<file path="src/rtl/scan_index_sequencer.sv">
// Scan index sequencer: registered index that walks 0..last (up or down, with
// wrap-around), holding each value for DWELL enabled clocks. Feeds the select
// input of binary_decoder directly.
//
// Ports:
//   clk       clock, all state updates on rising edge
//   rst       synchronous reset, active-high
//   en        run enable; 0 freezes index and dwell counter
//   dir       0 = count up, 1 = count down
//   last      highest index in scan range (range is 0..last)
//   load      synchronous load of load_val (clamped to last) into index
//   load_val  value for load
//   index     current scan index (registered)
//   tick      1-clk pulse: index changed by a step this cycle
//   wrap      1-clk pulse: the step wrapped (last->0 or 0->last)
module scan_index_sequencer #(
  parameter int unsigned N     = 3,
  parameter int unsigned DWELL = 4
) (
  input  logic         clk,
  input  logic         rst,
  input  logic         en,
  input  logic         dir,
  input  logic [N-1:0] last,
  input  logic         load,
  input  logic [N-1:0] load_val,
  output logic [N-1:0] index,
  output logic         tick,
  output logic         wrap
);

  localparam int unsigned DW       = (DWELL > 1) ? $clog2(DWELL) : 1;
  localparam int unsigned DWELL_LM = (DWELL > 0) ? DWELL - 1 : 0;

  logic [DW-1:0] dwell;
  logic          dwell_done;
  logic [N-1:0]  step_index;
  logic          step_wrap;
  logic [N-1:0]  load_index;

  // Dwell expiry: the current index has been held for DWELL enabled clocks.
  assign dwell_done = (dwell == DW'(DWELL_LM));

  // Next index for a step; last/dir only matter here, so mid-dwell changes
  // are picked up at the next step. An index above last wraps either way.
  always_comb begin
    step_index = index;
    step_wrap  = 1'b0;
    if (!dir) begin
      if (index >= last) begin
        step_index = '0;
        step_wrap  = 1'b1;
      end else begin
        step_index = index + N'(1);
      end
    end else begin
      if ((index == '0) || (index > last)) begin
        step_index = last;
        step_wrap  = 1'b1;
      end else begin
        step_index = index - N'(1);
      end
    end
  end

  // Loaded value is clamped into the scan range.
  assign load_index = (load_val > last) ? last : load_val;

  // State and strobe registers; priority rst > load > en.
  always_ff @(posedge clk) begin
    if (rst) begin
      index <= '0;
      dwell <= '0;
      tick  <= 1'b0;
      wrap  <= 1'b0;
    end else if (load) begin
      index <= load_index;
      dwell <= '0;
      tick  <= 1'b0;
      wrap  <= 1'b0;
    end else if (en) begin
      if (dwell_done) begin
        index <= step_index;
        dwell <= '0;
        tick  <= 1'b1;
        wrap  <= step_wrap;
      end else begin
        dwell <= dwell + DW'(1);
        tick  <= 1'b0;
        wrap  <= 1'b0;
      end
    end else begin
      tick <= 1'b0;
      wrap <= 1'b0;
    end
  end

endmodule

</file>
<file path="config.mk">
export PLATFORM = sky130hd
export DESIGN_NAME = scan_index_sequencer
export DESIGN_NICKNAME = d
export VERILOG_FILES = /design/src/rtl/scan_index_sequencer.sv
export SDC_FILE = /design/constraint.sdc
export NUM_CORES = 1
export LEC_CHECK = 0
export BUFFER_PORTS_ARGS = -buffer_cell sky130_fd_sc_hd__buf_4
export CELL_PAD_IN_SITES_DETAIL_PLACEMENT = 1
export CELL_PAD_IN_SITES_GLOBAL_PLACEMENT = 2
export CORE_UTILIZATION = 30
export CTS_CLUSTER_DIAMETER = 100
export DETAILED_ROUTE_END_ITERATION = 16
export HOLD_SLACK_MARGIN = 0.05
export PLACE_DENSITY = 0.81
export REMOVE_ABC_BUFFERS = 1
export SLEW_MARGIN = 10
export SYNTH_ARGS = -nofsm -noshare
export SYNTH_HDL_FRONTEND = slang
export SYNTH_SLANG_ARGS = --single-unit
</file>
<file path="constraint.sdc">
create_clock -name clk -period 2.1 [get_ports clk]
set_input_delay 0.315 -clock clk [delete_from_list [all_inputs] [get_ports clk]]
set_output_delay 0.315 -clock clk [all_outputs]
set_load 0.05 [all_outputs]
</file>
==> Yosys cells after proc, flatten, opt, wreduce, memory -nomap -nowiden <==
Cells that the tools add are included.
{ "word_totals": {"memories": 0, "rom_bits": 0, "in_bits": 11, "out_inout_bits": 5, "ram_bits": 0, "latchBits": 0, "reg_bits": 7} }
{ "op_classes": {"shift": 0, "n_bitwise": 2, "n_div": 0, "addsub": 3, "mux": 12, "n_eq_ne": 1, "reduce_logical": 8, "mul": 0, "order_cmp": 3} }
{ "op_table": {"columns": ["op", "count"], "rows": [
  ["$mux 3", 7],
  ["$gt 3x3->1", 2],
  ["$mux 1", 4],
  ["$reduce_bool 2->1", 2],
  ["$reduce_or 4->1", 1],
  ["$add 3x1->3 const B", 1],
  ["$ge 3x3->1", 1],
  ["$logic_not 3->1", 1],
  ["$reduce_or 3->1", 1],
  ["$sub 3x1->3 const B", 1],
  ["$add 2x1->2 const B", 1],
  ["$eq 2x2->1 const B", 1],
  ["$mux 2", 1],
  ["$not 1->1", 2],
  ["$reduce_and 2->1", 1],
  ["$reduce_or 2->1", 1],
  ["$logic_or 1x1->1", 1]
]} }

==> Logic depth before layout (Yosys ltp) <==
{ "depth": {"ltp_word": 7, "ltp_mapped": 7} }

==> Least setup slack after synthesis <==
Ideal clock, no wire load.
{ "synth_timing": {"kind": "reg2reg", "from": "reg index[2]", "to": "reg index[2]", "arrival_time_ps": 2017, "slack_ps": -21, "path_stages_with_launch": 7, "period_less_slack_ps": 2121, "path_cell_list": "dfxtp_1 > ha_1 > a21oi_2 > and4b_1 > a31oi_1 > o221a_1 > a2111oi_2"} }
{ "synth_via": {"elab_chain_len": 7, "elab_cells_between_ends": 12, "classes_between": "add/sub: 2; order compare: 2; mux: 6; reduce/logical: 2"} }
{ "synth_rtl": {"columns": ["item", "line", "rtl"], "rows": [
  ["start, declared", "27", "output logic [N-1:0] index,"],
  ["start signal, assigned", "77", "index <= load_index;"],
  ["start signal, assigned", "83", "index <= step_index;"],
  ["$gt 3x3->1 / $logic_not 3->1 (equally long branches)", "57", "if ((index == '0) || (index > last)) begin"],
  ["$logic_or 1x1->1", "57", null],
  ["$mux 3", "57", null],
  ["$mux 3 (*)", "49", "if (!dir) begin"],
  ["$mux 3 (*)", "82", "if (dwell_done) begin"],
  ["$mux 3 (*)", "81", "end else if (en) begin"],
  ["$mux 3 (*)", "76", "end else if (load) begin"]
]} }
Mark *: on every way between the ends. The rest lies on a longest branch, timed or not. The select of a mux whose other input is x is not followed.
A chain may end at the register's enable or synchronous reset.

==> Final worst setup path <==
{ "layout_timing": {"from": "reg index[2]", "to": "reg index[0]"} }
Same word-level chain as after synthesis.

==> summary.md <==
| Metric | Value |
|---|---|
| Run status | complete, no violations |
| Max-Cap Viols | 0 |
| Setup bufs post-CTS | 0 |
| Startpoint Class | flip-flop |
| Netlist Area Pre-Place | 648 sq um |
| Worst path required time | 2250 ps |
| Final ANT Viol Nets | 0 |
| H-tree depth | 1 |
| Crit-path max FO | 6 |
| Final hold violation count | 0 |
| # DRC | 0 |
| CP max stage delay | ~320 ps |
| DRT Wirelength | approximately 1600 microns |
| GPL Wtd Cong | about 0.8 |
| Largest net degree at the start of global routing | 12 |
| Achievable frequency | about 0.56 GHz |
| Port Buf Inserts | 15 |
| Worst path most repeated cell | a21oi_2 |
| Number of DRC markers in iteration 0 | 5 |
| Root buffer cell | clkbuf_4 |
| WP data arrival | between 1500 and 2000 ps |
| Final Cell Area | ~830 sq um |
| Number of cells after detailed placement | around 110 |
| Die W | roughly 48 microns |
| Post-route insts no fill | about 120 |
| Crit Path Category | reg2reg |
| Antenna diodes | 0 |
| Crit end category | flip-flop |
| Worst Skew | about 10 ps |
| Num CTS Buffers | 3 |
| Seq cells post-synth | 7 |
| Crit-path cells | ha_1, a21oi_2, a21oi_2, nor4b_1, o31ai_1, a221oi_1 |
| Post-CTS Hold Fix Bufs | 0 |
| Power Dens Cells | ~530 nW/um^2 |
| Core area | 2000 sq um |
| Global Route Usage Sum | 15.3% |
| Later-pin clock latency in the skew report | roughly 250 ps |
| Slew headroom | between 70% and 80% |
| VDD IR max | about 0.26 mV |
| Global-route wire length before repair | roughly 2900 microns |
| Hold crit path type | in2reg |
| Dpl cell area | approximately 810 sq um |
| Initial antenna violation count | 0 |
| Die area | 2350 sq um |
| Critical-path top delay cell | nor4b_1 |
| Seq/Total Area, Yosys | ~22% |
| Layout area overhead | 28.8% |
| Lkg Pwr | just over 0.0004 uW |
| Fin. max-slew vios | 0 |
| Initial Util | between 30% and 40% |
| Crit share post-route | 84.9% |
| Share of cells above drive strength 1 | between 30% and 40% |
| Clk buf depth | 2 |
| Resized cells post-CTS | 0 |
| Clock transition at the registers of the reported paths | approximately 60 ps |
| Top Ports | 16 |
| Final setup viols | 0 |
| DR pass1 iterations | 4 |
| TritonCTS clock tree | built |
| # clock sinks | 7 |
| RSZ-0062 raised after global routing | false |
| Nets | 113 |
| Vias/cell | 5.37 |
| Mean post-synth cell area | just over 9 sq um |
| Synth Instances | 71 |
| Die height | 48.5 microns |
| YS warnings | 0 |
| Library cells used by synthesis | 29 |
| Vias after detailed routing | ~630 |
| Fillers | 245 |
| Routed WL per cell | 13.3 microns |
| Final min period | 1780 ps |
| GRT overflow | 0 |
| Worst Tran Pin Value | 402 ps |
| DP Wirelength | 1290 microns |
| Row count | 16 |
| Vias in the first global route | 670 |
## logic make-up after synthesis
kind of cell | after synthesis | share of synthesized area [%]
compound gates | 19 | 24.7
simple gates | 19 | 17.6
fa+ha+maj | 10 | 19.3
buf+inv | 9 | 5.40
flops | 7 | 21.6
mux | 6 | 10.0
xor+xnor | 1 | 1.35
## per-layer routing
layer / wire length, microns / track usage, % / vias to the layer above / part of all wire (%)
met1: 759 / 18.9 / 306 / 48
met2: 761 / 28.2 / 15 / 48
met4: 0 / 2.94 / 0 / 0
li1: - / - / 313 / -
met3: 55 / 2.20 / 0 / 3.5
met5: 0 / 0 / - / 0
## cell usage in the layout (no fill, tap or decap)
master,netlist,routed
o221a_1,1,1
a21oi_2,2,2
a32oi_2,1,1
nor2_1,2,2
dfxtp_1,7,7
nor4b_1,3,3
mux2i_1,2,2
o21a_1,1,1
nand2_1,4,4
inv_1,7,7
o211a_1,2,2
nor2b_1,1,1
ha_1,10,10
clkbuf_1,1,1
a311oi_1,1,1
nand3b_1,2,2
a221oi_1,2,2
a2111oi_2,1,1
and3_2,1,1
clkbuf_4,0,3
buf_4,0,18
xor2_1,1,1
nor3_1,4,4
a21oi_1,5,5
mux2_1,1,1
mux2_2,3,3
o31ai_1,2,2
nor4_1,1,1
and4b_1,1,1
a31oi_1,1,1
## final timing paths
check,slack (ps),cells after the start,start,end
worst max-delay path,320,6,index[2]$_SDFFE_PP0P_,index[0]$_SDFFE_PP0P_
worst min-delay path,270,2,rst,index[2]$_SDFFE_PP0P_
worst max register to register,320,6,index[2]$_SDFFE_PP0P_,index[0]$_SDFFE_PP0P_
worst min register to register,540,2,dwell[1]$_SDFFE_PP0P_,dwell[1]$_SDFFE_PP0P_
## state kept, by name, summed over array words and instances, names as in the netlist
name   count
wrap       1
dwell      2
tick       1
index      3
## synthesized netlist by cell type
master     number  area share, %
nor4b_1         3            4.1
a21oi_1         5            3.9
mux2_2          3            5.2
ha_1           10             19
a31oi_1         1           0.97
o221a_1         1            1.7
nand2_1         4            2.3
a21oi_2         2            2.7
o21a_1          1            1.2
and4b_1         1            1.5
o211a_1         2            3.1
mux2_1          1            1.7
o31ai_1         2            2.3
nor3_1          4            3.1
a32oi_2         1            2.5
mux2i_1         2            3.1
clkbuf_1        1           0.58
nor2b_1         1           0.97
and3_2          1            1.2
a311oi_1        1            1.4
a221oi_1        2            2.7
a2111oi_2       1            2.3
buf_2           1           0.77
nor4_1          1           0.97
nor2_1          2            1.2
nand3b_1        2            2.3
inv_1           7            4.1
dfxtp_1         7             22
xor2_1          1            1.4
## per-stage QoR
step	setup slack [ps]	hold slack, ps	utilization [%]	setup TNS, ps	total power (uW)
global route	138	287	41.7	0	478
finish	316	270	41.7	0	445
global placement	148	517	40.4	0	327
CTS	292	275	41.7	0	449
floorplan	-19.2	384	-	-45.7	264
detailed placement	120	535	40.4	0	327
## report_power, final
part | internal [uW] | total [uW] | leakage, uW | switching (uW)
registers | 139 | 145 | 0.0000573 | 5.46
clock network | 72.4 | 121 | 0.0000150 | 48.8
logic | 78.9 | 179 | 0.000332 | 100
total | 291 | 445 | 0.000405 | 154
## final cells by class
class | instances | area [sq um] | share of cell area, %
multi-input cells | 55 | 473 | 56.7
flip-flops and latches | 7 | 140 | 16.8
repair buffers | 18 | 135 | 16.2
well taps | 27 | 33.8 | 4.05
clock buffers | 4 | 26.3 | 3.15
inverters | 7 | 26.3 | 3.15
## worst max-delay path, delay by kind of cell, from the launching register on
kind	cells	cell delay (ps)
fa+ha+maj	1	310
compound gates	4	730
simple gates	1	320
flops	1	310
(Power assumes the default switching activity.)
